===== src/rtl/alu_pkg.sv =====
// Shared definitions for the ALU command sequencer and the ALU it drives:
// sequencer state encoding, op-code constants and the stage LED decode.
package alu_pkg;

    localparam int OPW = 3;

    // Sequencer states. The enum fixes the encoding that the sequencer's
    // state constants are built from.
    typedef enum logic [2:0] {
        S_A    = 3'd0,
        S_B    = 3'd1,
        S_OP   = 3'd2,
        S_EXEC = 3'd3,
        S_SHOW = 3'd4
    } seq_state_t;

    // Op-codes understood by the ALU.
    localparam logic [OPW-1:0] OP_ADD = 3'b000;
    localparam logic [OPW-1:0] OP_SUB = 3'b001;
    localparam logic [OPW-1:0] OP_NOT = 3'b010;
    localparam logic [OPW-1:0] OP_AND = 3'b011;
    localparam logic [OPW-1:0] OP_OR  = 3'b100;
    localparam logic [OPW-1:0] OP_XOR = 3'b101;
    localparam logic [OPW-1:0] OP_LT  = 3'b110;
    localparam logic [OPW-1:0] OP_EQ  = 3'b111;

    // One-hot prompt LEDs: A, B, op; dark while executing / showing.
    function automatic logic [2:0] stage_leds(input logic [2:0] st);
        logic [2:0] leds;
        leds = 3'b000;
        case (st)
            S_A:     leds = 3'b001;
            S_B:     leds = 3'b010;
            S_OP:    leds = 3'b100;
            default: leds = 3'b000;
        endcase
        return leds;
    endfunction

endpackage


===== src/rtl/alu_cmd_seq_if.sv =====
// Bus between the command sequencer (master) and the ALU (slave): the
// registered operands/op-code going out and the combinational result
// and flags coming back.
interface alu_cmd_seq_if
    import alu_pkg::*;
#(
    parameter int WIDTH = 4
) ();

    logic [WIDTH-1:0] alu_a;
    logic [WIDTH-1:0] alu_b;
    logic [OPW-1:0]   alu_ctrl;
    logic [WIDTH-1:0] alu_res;
    logic             alu_car;
    logic             alu_of;

    modport master (
        output alu_a,
        output alu_b,
        output alu_ctrl,
        input  alu_res,
        input  alu_car,
        input  alu_of
    );

    modport slave (
        input  alu_a,
        input  alu_b,
        input  alu_ctrl,
        output alu_res,
        output alu_car,
        output alu_of
    );

endinterface


===== src/rtl/btn_debounce.sv =====
// Push-button conditioner: two-flop synchronizer, stability counter that
// accepts a level change only after DEBOUNCE_CYCLES consecutive differing
// samples, and a rising-edge detector giving one pulse per accepted press.
module btn_debounce #(
    parameter int DEBOUNCE_CYCLES = 1000
) (
    input  logic clk,
    input  logic rst_n,
    input  logic btn_raw,
    output logic press_pulse
);

    // Wide enough to hold DEBOUNCE_CYCLES-1, the largest value reached
    // before the counter is cleared, so it never wraps while differing.
    localparam int CNT_W = (DEBOUNCE_CYCLES > 1) ? $clog2(DEBOUNCE_CYCLES) : 1;
    localparam logic [CNT_W-1:0] CNT_LAST = CNT_W'(DEBOUNCE_CYCLES - 1);

    logic             sync_p0;
    logic             sync_p1;
    logic [CNT_W-1:0] cnt;
    logic             deb;
    logic             deb_p;

    // Synchronize the raw button, count stable differing cycles, and
    // remember the previous debounced level for edge detection.
    always_ff @(posedge clk or negedge rst_n) begin
        if (!rst_n) begin
            sync_p0 <= 1'b0;
            sync_p1 <= 1'b0;
            cnt     <= '0;
            deb     <= 1'b0;
            deb_p   <= 1'b0;
        end else begin
            sync_p0 <= btn_raw;
            sync_p1 <= sync_p0;
            deb_p   <= deb;
            if (sync_p1 != deb) begin
                if (cnt == CNT_LAST) begin
                    deb <= sync_p1;
                    cnt <= '0;
                end else begin
                    cnt <= cnt + CNT_W'(1);
                end
            end else begin
                cnt <= '0;
            end
        end
    end

    assign press_pulse = deb & ~deb_p;

endmodule


===== src/rtl/alu_cmd_seq.sv =====
// Operand/command sequencer in front of the ALU. One debounced enter press
// per field captures A, B and the op-code from the switches; the ALU result
// and flags are latched one cycle later and held for display until the next
// A entry. A clear press, or reset, abandons the sequence and zeroes it.
module alu_cmd_seq
    import alu_pkg::*;
#(
    parameter int WIDTH           = 4,
    parameter int DEBOUNCE_CYCLES = 1000
) (
    input  logic             clk,
    input  logic             rst_n,
    input  logic [WIDTH-1:0] sw,
    input  logic             btn_enter,
    input  logic             btn_clear,
    alu_cmd_seq_if.master    alu,
    output logic [WIDTH-1:0] res_q,
    output logic             car_q,
    output logic             of_q,
    output logic             res_valid,
    output logic [2:0]       stage
);

    // State constants, encodings taken from seq_state_t.
    localparam logic [2:0] ST_A    = S_A;
    localparam logic [2:0] ST_B    = S_B;
    localparam logic [2:0] ST_OP   = S_OP;
    localparam logic [2:0] ST_EXEC = S_EXEC;
    localparam logic [2:0] ST_SHOW = S_SHOW;

    logic             ent_pulse;
    logic             clr_pulse;
    logic [2:0]       state_q;
    logic [WIDTH-1:0] a_q;
    logic [WIDTH-1:0] b_q;
    logic [OPW-1:0]   op_q;
    logic [WIDTH-1:0] res_r;
    logic             car_r;
    logic             of_r;
    logic             valid_r;

    btn_debounce #(
        .DEBOUNCE_CYCLES(DEBOUNCE_CYCLES)
    ) u_deb_enter (
        .clk        (clk),
        .rst_n      (rst_n),
        .btn_raw    (btn_enter),
        .press_pulse(ent_pulse)
    );

    btn_debounce #(
        .DEBOUNCE_CYCLES(DEBOUNCE_CYCLES)
    ) u_deb_clear (
        .clk        (clk),
        .rst_n      (rst_n),
        .btn_raw    (btn_clear),
        .press_pulse(clr_pulse)
    );

    // Sequencer FSM with operand and result capture; clear overrides any
    // enter pulse arriving in the same cycle.
    always_ff @(posedge clk or negedge rst_n) begin
        if (!rst_n) begin
            state_q <= ST_A;
            a_q     <= '0;
            b_q     <= '0;
            op_q    <= '0;
            res_r   <= '0;
            car_r   <= 1'b0;
            of_r    <= 1'b0;
            valid_r <= 1'b0;
        end else if (clr_pulse) begin
            state_q <= ST_A;
            a_q     <= '0;
            b_q     <= '0;
            op_q    <= '0;
            res_r   <= '0;
            car_r   <= 1'b0;
            of_r    <= 1'b0;
            valid_r <= 1'b0;
        end else begin
            case (state_q)
                ST_A: begin
                    if (ent_pulse) begin
                        a_q     <= sw;
                        valid_r <= 1'b0;
                        state_q <= ST_B;
                    end
                end
                ST_B: begin
                    if (ent_pulse) begin
                        b_q     <= sw;
                        state_q <= ST_OP;
                    end
                end
                ST_OP: begin
                    if (ent_pulse) begin
                        op_q    <= sw[OPW-1:0];
                        state_q <= ST_EXEC;
                    end
                end
                ST_EXEC: begin
                    // Operands have been stable on the ALU for a full cycle.
                    res_r   <= alu.alu_res;
                    car_r   <= alu.alu_car;
                    of_r    <= alu.alu_of;
                    valid_r <= 1'b1;
                    state_q <= ST_SHOW;
                end
                ST_SHOW: begin
                    if (ent_pulse) begin
                        state_q <= ST_A;
                    end
                end
                default: state_q <= ST_A;
            endcase
        end
    end

    assign alu.alu_a    = a_q;
    assign alu.alu_b    = b_q;
    assign alu.alu_ctrl = op_q;
    assign res_q        = res_r;
    assign car_q        = car_r;
    assign of_q         = of_r;
    assign res_valid    = valid_r;
    assign stage        = stage_leds(state_q);

endmodule


===== src/flat_wrapper.sv =====
// flat-port wrapper written by rule: the top's interface ports become plain ports
module alu_cmd_seq_flat import alu_pkg::*;
#(
    parameter int WIDTH           = 4,
    parameter int DEBOUNCE_CYCLES = 1000
)
  (clk, rst_n, sw, btn_enter, btn_clear, res_q, car_q, of_q, res_valid, stage, alu_alu_a, alu_alu_b, alu_alu_ctrl, alu_alu_res, alu_alu_car, alu_alu_of);
  alu_cmd_seq_if #(.WIDTH(WIDTH)) alu_i ();
  input  logic clk;
  input  logic rst_n;
  input  logic [WIDTH-1:0] sw;
  input  logic btn_enter;
  input  logic btn_clear;
  output logic [WIDTH-1:0] res_q;
  output logic car_q;
  output logic of_q;
  output logic res_valid;
  output logic [2:0] stage;
  output wire logic [$bits(alu_i.alu_a)-1:0] alu_alu_a;
  output wire logic [$bits(alu_i.alu_b)-1:0] alu_alu_b;
  output wire logic [$bits(alu_i.alu_ctrl)-1:0] alu_alu_ctrl;
  input wire logic [$bits(alu_i.alu_res)-1:0] alu_alu_res;
  input wire logic [$bits(alu_i.alu_car)-1:0] alu_alu_car;
  input wire logic [$bits(alu_i.alu_of)-1:0] alu_alu_of;
  assign alu_alu_a = alu_i.alu_a;
  assign alu_alu_b = alu_i.alu_b;
  assign alu_alu_ctrl = alu_i.alu_ctrl;
  assign alu_i.alu_res = alu_alu_res;
  assign alu_i.alu_car = alu_alu_car;
  assign alu_i.alu_of = alu_alu_of;
  alu_cmd_seq #(.WIDTH(WIDTH), .DEBOUNCE_CYCLES(DEBOUNCE_CYCLES)) u_core (.clk(clk), .rst_n(rst_n), .sw(sw), .btn_enter(btn_enter), .btn_clear(btn_clear), .alu(alu_i), .res_q(res_q), .car_q(car_q), .of_q(of_q), .res_valid(res_valid), .stage(stage));
endmodule

===== config.mk =====
export PLATFORM = sky130hd
export DESIGN_NAME = alu_cmd_seq_flat
export DESIGN_NICKNAME = d
export VERILOG_FILES = /design/src/rtl/alu_pkg.sv /design/src/rtl/alu_cmd_seq_if.sv /design/src/rtl/btn_debounce.sv /design/src/rtl/alu_cmd_seq.sv /design/src/flat_wrapper.sv
export SDC_FILE = /design/constraint.sdc
export NUM_CORES = 1
export LEC_CHECK = 0
export CAP_MARGIN = 10
export CORE_MARGIN = 2
export CORE_UTILIZATION = 55
export CTS_BUF_LIST = sky130_fd_sc_hd__clkbuf_4
export DETAILED_ROUTE_END_ITERATION = 8
export PLACE_DENSITY = 0.81
export SYNTH_ARGS = -nofsm -noshare
export SYNTH_HDL_FRONTEND = slang
export SYNTH_HIERARCHICAL = 1
export SYNTH_SLANG_ARGS = --single-unit

===== constraint.sdc =====
create_clock -name clk -period 2 [get_ports clk]
set_clock_uncertainty 0.2 [all_clocks]
set_input_delay 0.4 -clock clk [delete_from_list [all_inputs] [get_ports clk]]
set_output_delay 0.4 -clock clk [all_outputs]
set_load 0.02 [all_outputs]

==> results.yml <==
worst_setup_path:
  cp_max_fo: 2
  critPathRequiredTime_ns: 1.40
  crit_family: "buffers and inverters"
  critPathMaxStageDelay_ns: 0.61
  criticalPathCategory: "reg -> out"
  cp_num_buf_inv: 1
  slowest_stage: "clkdlybuf4s50_1"
  cp.arrival_ns: 1.37
  cp-end-kind: "primary output"
  cp_cell_sequence: "clkdlybuf4s50_1"
  start_kind: "flip-flop"
logic_synthesis:
  syn_area_um2: 2248
  synth_top_cells_by_area: "dfrtp_1 (55%), mux2i_1 (6.7%), nor2_1 (4.5%)"
  ys_types: 42
  avgSynthCellArea_um2: 11.30
  yosys_register_bits: 49
  synth-edff-count: 0
  synth_top_cell_area_share_pct: 54.54
  yosysSeqAreaShare_pct: 54.54
  synth_ff_type: "dfrtp_1"
  syn-instance-count: 199
  ys.warnings.count: 6
  synthArstFlopShare_pct: 100.0
  synth_area_leader_cell: "dfrtp_1"
  synth_nets: 215
global_routing:
  grt_pass1_wl_um: 6693
  grt_max_degree: 50
  antenna_found_initial: 0
  track_usage_pct: 19.88
  overflow: 0
  grt_pass1_vias: 1436
die:
  dieArea_um2: 4615
  io_pins: 35
  start_util_pct: 56.62
  chipHeight_um: 67.94
  core_um2: 3971
  rows: 23
  die_w_um: 67.94
finish:
  antennaDiodeCount: 0
  nets: 258
  syn_to_final_growth_pct: 25.21
  mostFrequentLayoutCells: "dfrtp_1 (48), nor2_1 (27), clkdlybuf4s50_1 (17)"
  fillers: 279
  final_common_cell: "dfrtp_1"
  fin_util_pct: 70.89
  drive_above_1_share_pct: 16.87
routing:
  drtAntennaViolNets: 0
  vias: 1681
  drtPass1Iterations: 5
  wl_per_cell_um: 14.54
  viasPerCell: 5.737
  drc: 0
  drt_iter0_drc: 111
  drt-total-wl_um: 4261
sta:
  finalHoldViolCount: 0
  slew_violations: 0
  tightestPinTransition_ns: 0.4784
  timing.fmax_ghz: 0.5087
  period_share_pct: 98.28
  min_period_ns: 1.966
  setup_viol: 0
  relSlewSlack_pct: 68.01
  whs_ns: 0.1668
  grt_setup_unrepaired: "no"
  fin_tns_setup_ns: 0
cts:
  cts_tree: "done"
  htreeDepth: 2
  cts_root_buf: "clkbuf_4"
  numCtsBuffers: 5
  clkSlewWorstSetupHoldPaths_ns: 0.14
  cts_max_path_buffers: 2
  clk-insertion-delay-late_ns: 0.37
  clock-sinks: 49
worst_hold_path:
  hold_class: "reg -> reg"
pwr:
  power_density_nw_per_um2: 655.7
  total_power_mw: 1.846
  ir_drop_uv: 511.1
  p_leak_nw: 1.366
job:
  maxCapViolations: 0
placement:
  place_congestion: 0.7786
  numPortBuffers: 34
  dp_hpwl_um: 2842
outcome:
  outcome: "finished, final reports clean"
-- power by group --
part	total, mW	switching (mW)	leakage [nW]	internal (mW)
clock network	0.709	0.322	0.0552	0.387
registers	1.03	0.0164	0.639	1.01
logic	0.110	0.0557	0.672	0.0542
total	1.85	0.394	1.37	1.45
-- sequential cells by signal, summed over array words and instances (netlist names), 3 cells and up --
register	count
u_core/alu.alu_a	4
u_core/alu.alu_b	4
u_core/alu.alu_ctrl	3
u_core/res_q	4
u_core/state_q	3
u_core/u_deb_clear/cnt	10
u_core/u_deb_enter/cnt	10
-- timing repair --
item / in CTS / in global routing
setup buffers: 0 / 2
hold buffers: 1 / 0
setup endpoints to repair: 3 / 17
hold endpoints to repair: 49 / 0
gates resized for setup: 6 / 20
-- area by class of cell --
class / instances / area, um^2 / area share [%]
Sequential cell: 49 / 1227 / 43.60
Clock buffer: 5 / 37.54 / 1.333
Tap cell: 50 / 62.56 / 2.222
Inverter: 5 / 18.77 / 0.6667
Timing Repair Buffer: 44 / 449.2 / 15.96
Clock inverter: 3 / 65.06 / 2.311
Multi-Input combinational cell: 137 / 954.7 / 33.91
-- logic make-up (layout without fill, tap and decap cells) --
group	after synthesis	after routing	share of synthesized area, %
buffers and inverters	13	57	3.116
adders and majority gates	2	2	1.113
and+or+nand+nor	81	81	22.20
muxes	17	17	7.679
AOI/OAI and AO/OA	29	29	8.235
xor gates and xnor gates	8	8	3.116
DFF	49	49	54.54
-- path summary, 6_finish.rpt --
kind / start / endpoint / slack (ns) / cells past startpoint
hold / removal: u_core/u_deb_clear/sync_p0 / u_core/u_deb_clear/sync_p1 / 0.17 / 0
hold reg to reg: u_core/u_deb_clear/sync_p0 / u_core/u_deb_clear/sync_p1 / 0.17 / 0
max in group asynchronous: rst_n / u_core/state_q[1] / 1.05 / 3
setup reg to reg: u_core/u_deb_enter/cnt[0] / u_core/u_deb_enter/cnt[9] / 0.18 / 4
setup / recovery: u_core/alu.alu_a[0] / alu_alu_a[0] / 0.03 / 1
min in group asynchronous: rst_n / u_core/of_q / 0.32 / 3
-- routing by layer --
metal | share of wire (%) | vias to the layer above | track usage [%] | routed length (um)
li1 | - | 804 | - | -
met1 | 45 | 814 | 26.41 | 1908
met4 | 1.0 | 0 | 9.000 | 43
met2 | 49 | 59 | 31.43 | 2071
met5 | 0 | - | 0 | 0
met3 | 5.6 | 4 | 4.112 | 237
-- synth_stat cells (2+ instances only) --
library cell / number
o31ai_1: 2
o221a_2: 2
nand2b_1: 3
xnor2_1: 4
nand2_1: 6
mux2_2: 2
and4_1: 2
or4bb_2: 2
nand4_1: 4
dfrtp_1: 49
buf_2: 2
nor2b_1: 2
ha_1: 2
or3_1: 2
o211ai_1: 2
buf_4: 3
and3_1: 2
nand3_1: 8
xor2_1: 4
clkbuf_1: 2
nor3_1: 3
mux2i_1: 15
and4bb_2: 3
a31o_2: 2
nand3_2: 2
or4_1: 5
or3_2: 2
o21ai_0: 7
inv_1: 4
nor2_1: 27
nand4b_1: 3
a21oi_1: 9
a31oi_1: 2
a21boi_0: 2
-- stage by stage --
| step | instances | worst slack (ns) | cell area [um^2] |
|---|---|---|---|
| floorplan | 199 | 0.2862 | 2248 |
| global placement | 282 | 0.1663 | 2660 |
| detailed placement | 282 | 0.1354 | 2660 |
| CTS | 291 | 0.0007250 | 2773 |
| global route | 293 | 0.005401 | 2815 |
| finish | 293 | 0.03431 | 2815 |
(Power assumes the default switching activity.)
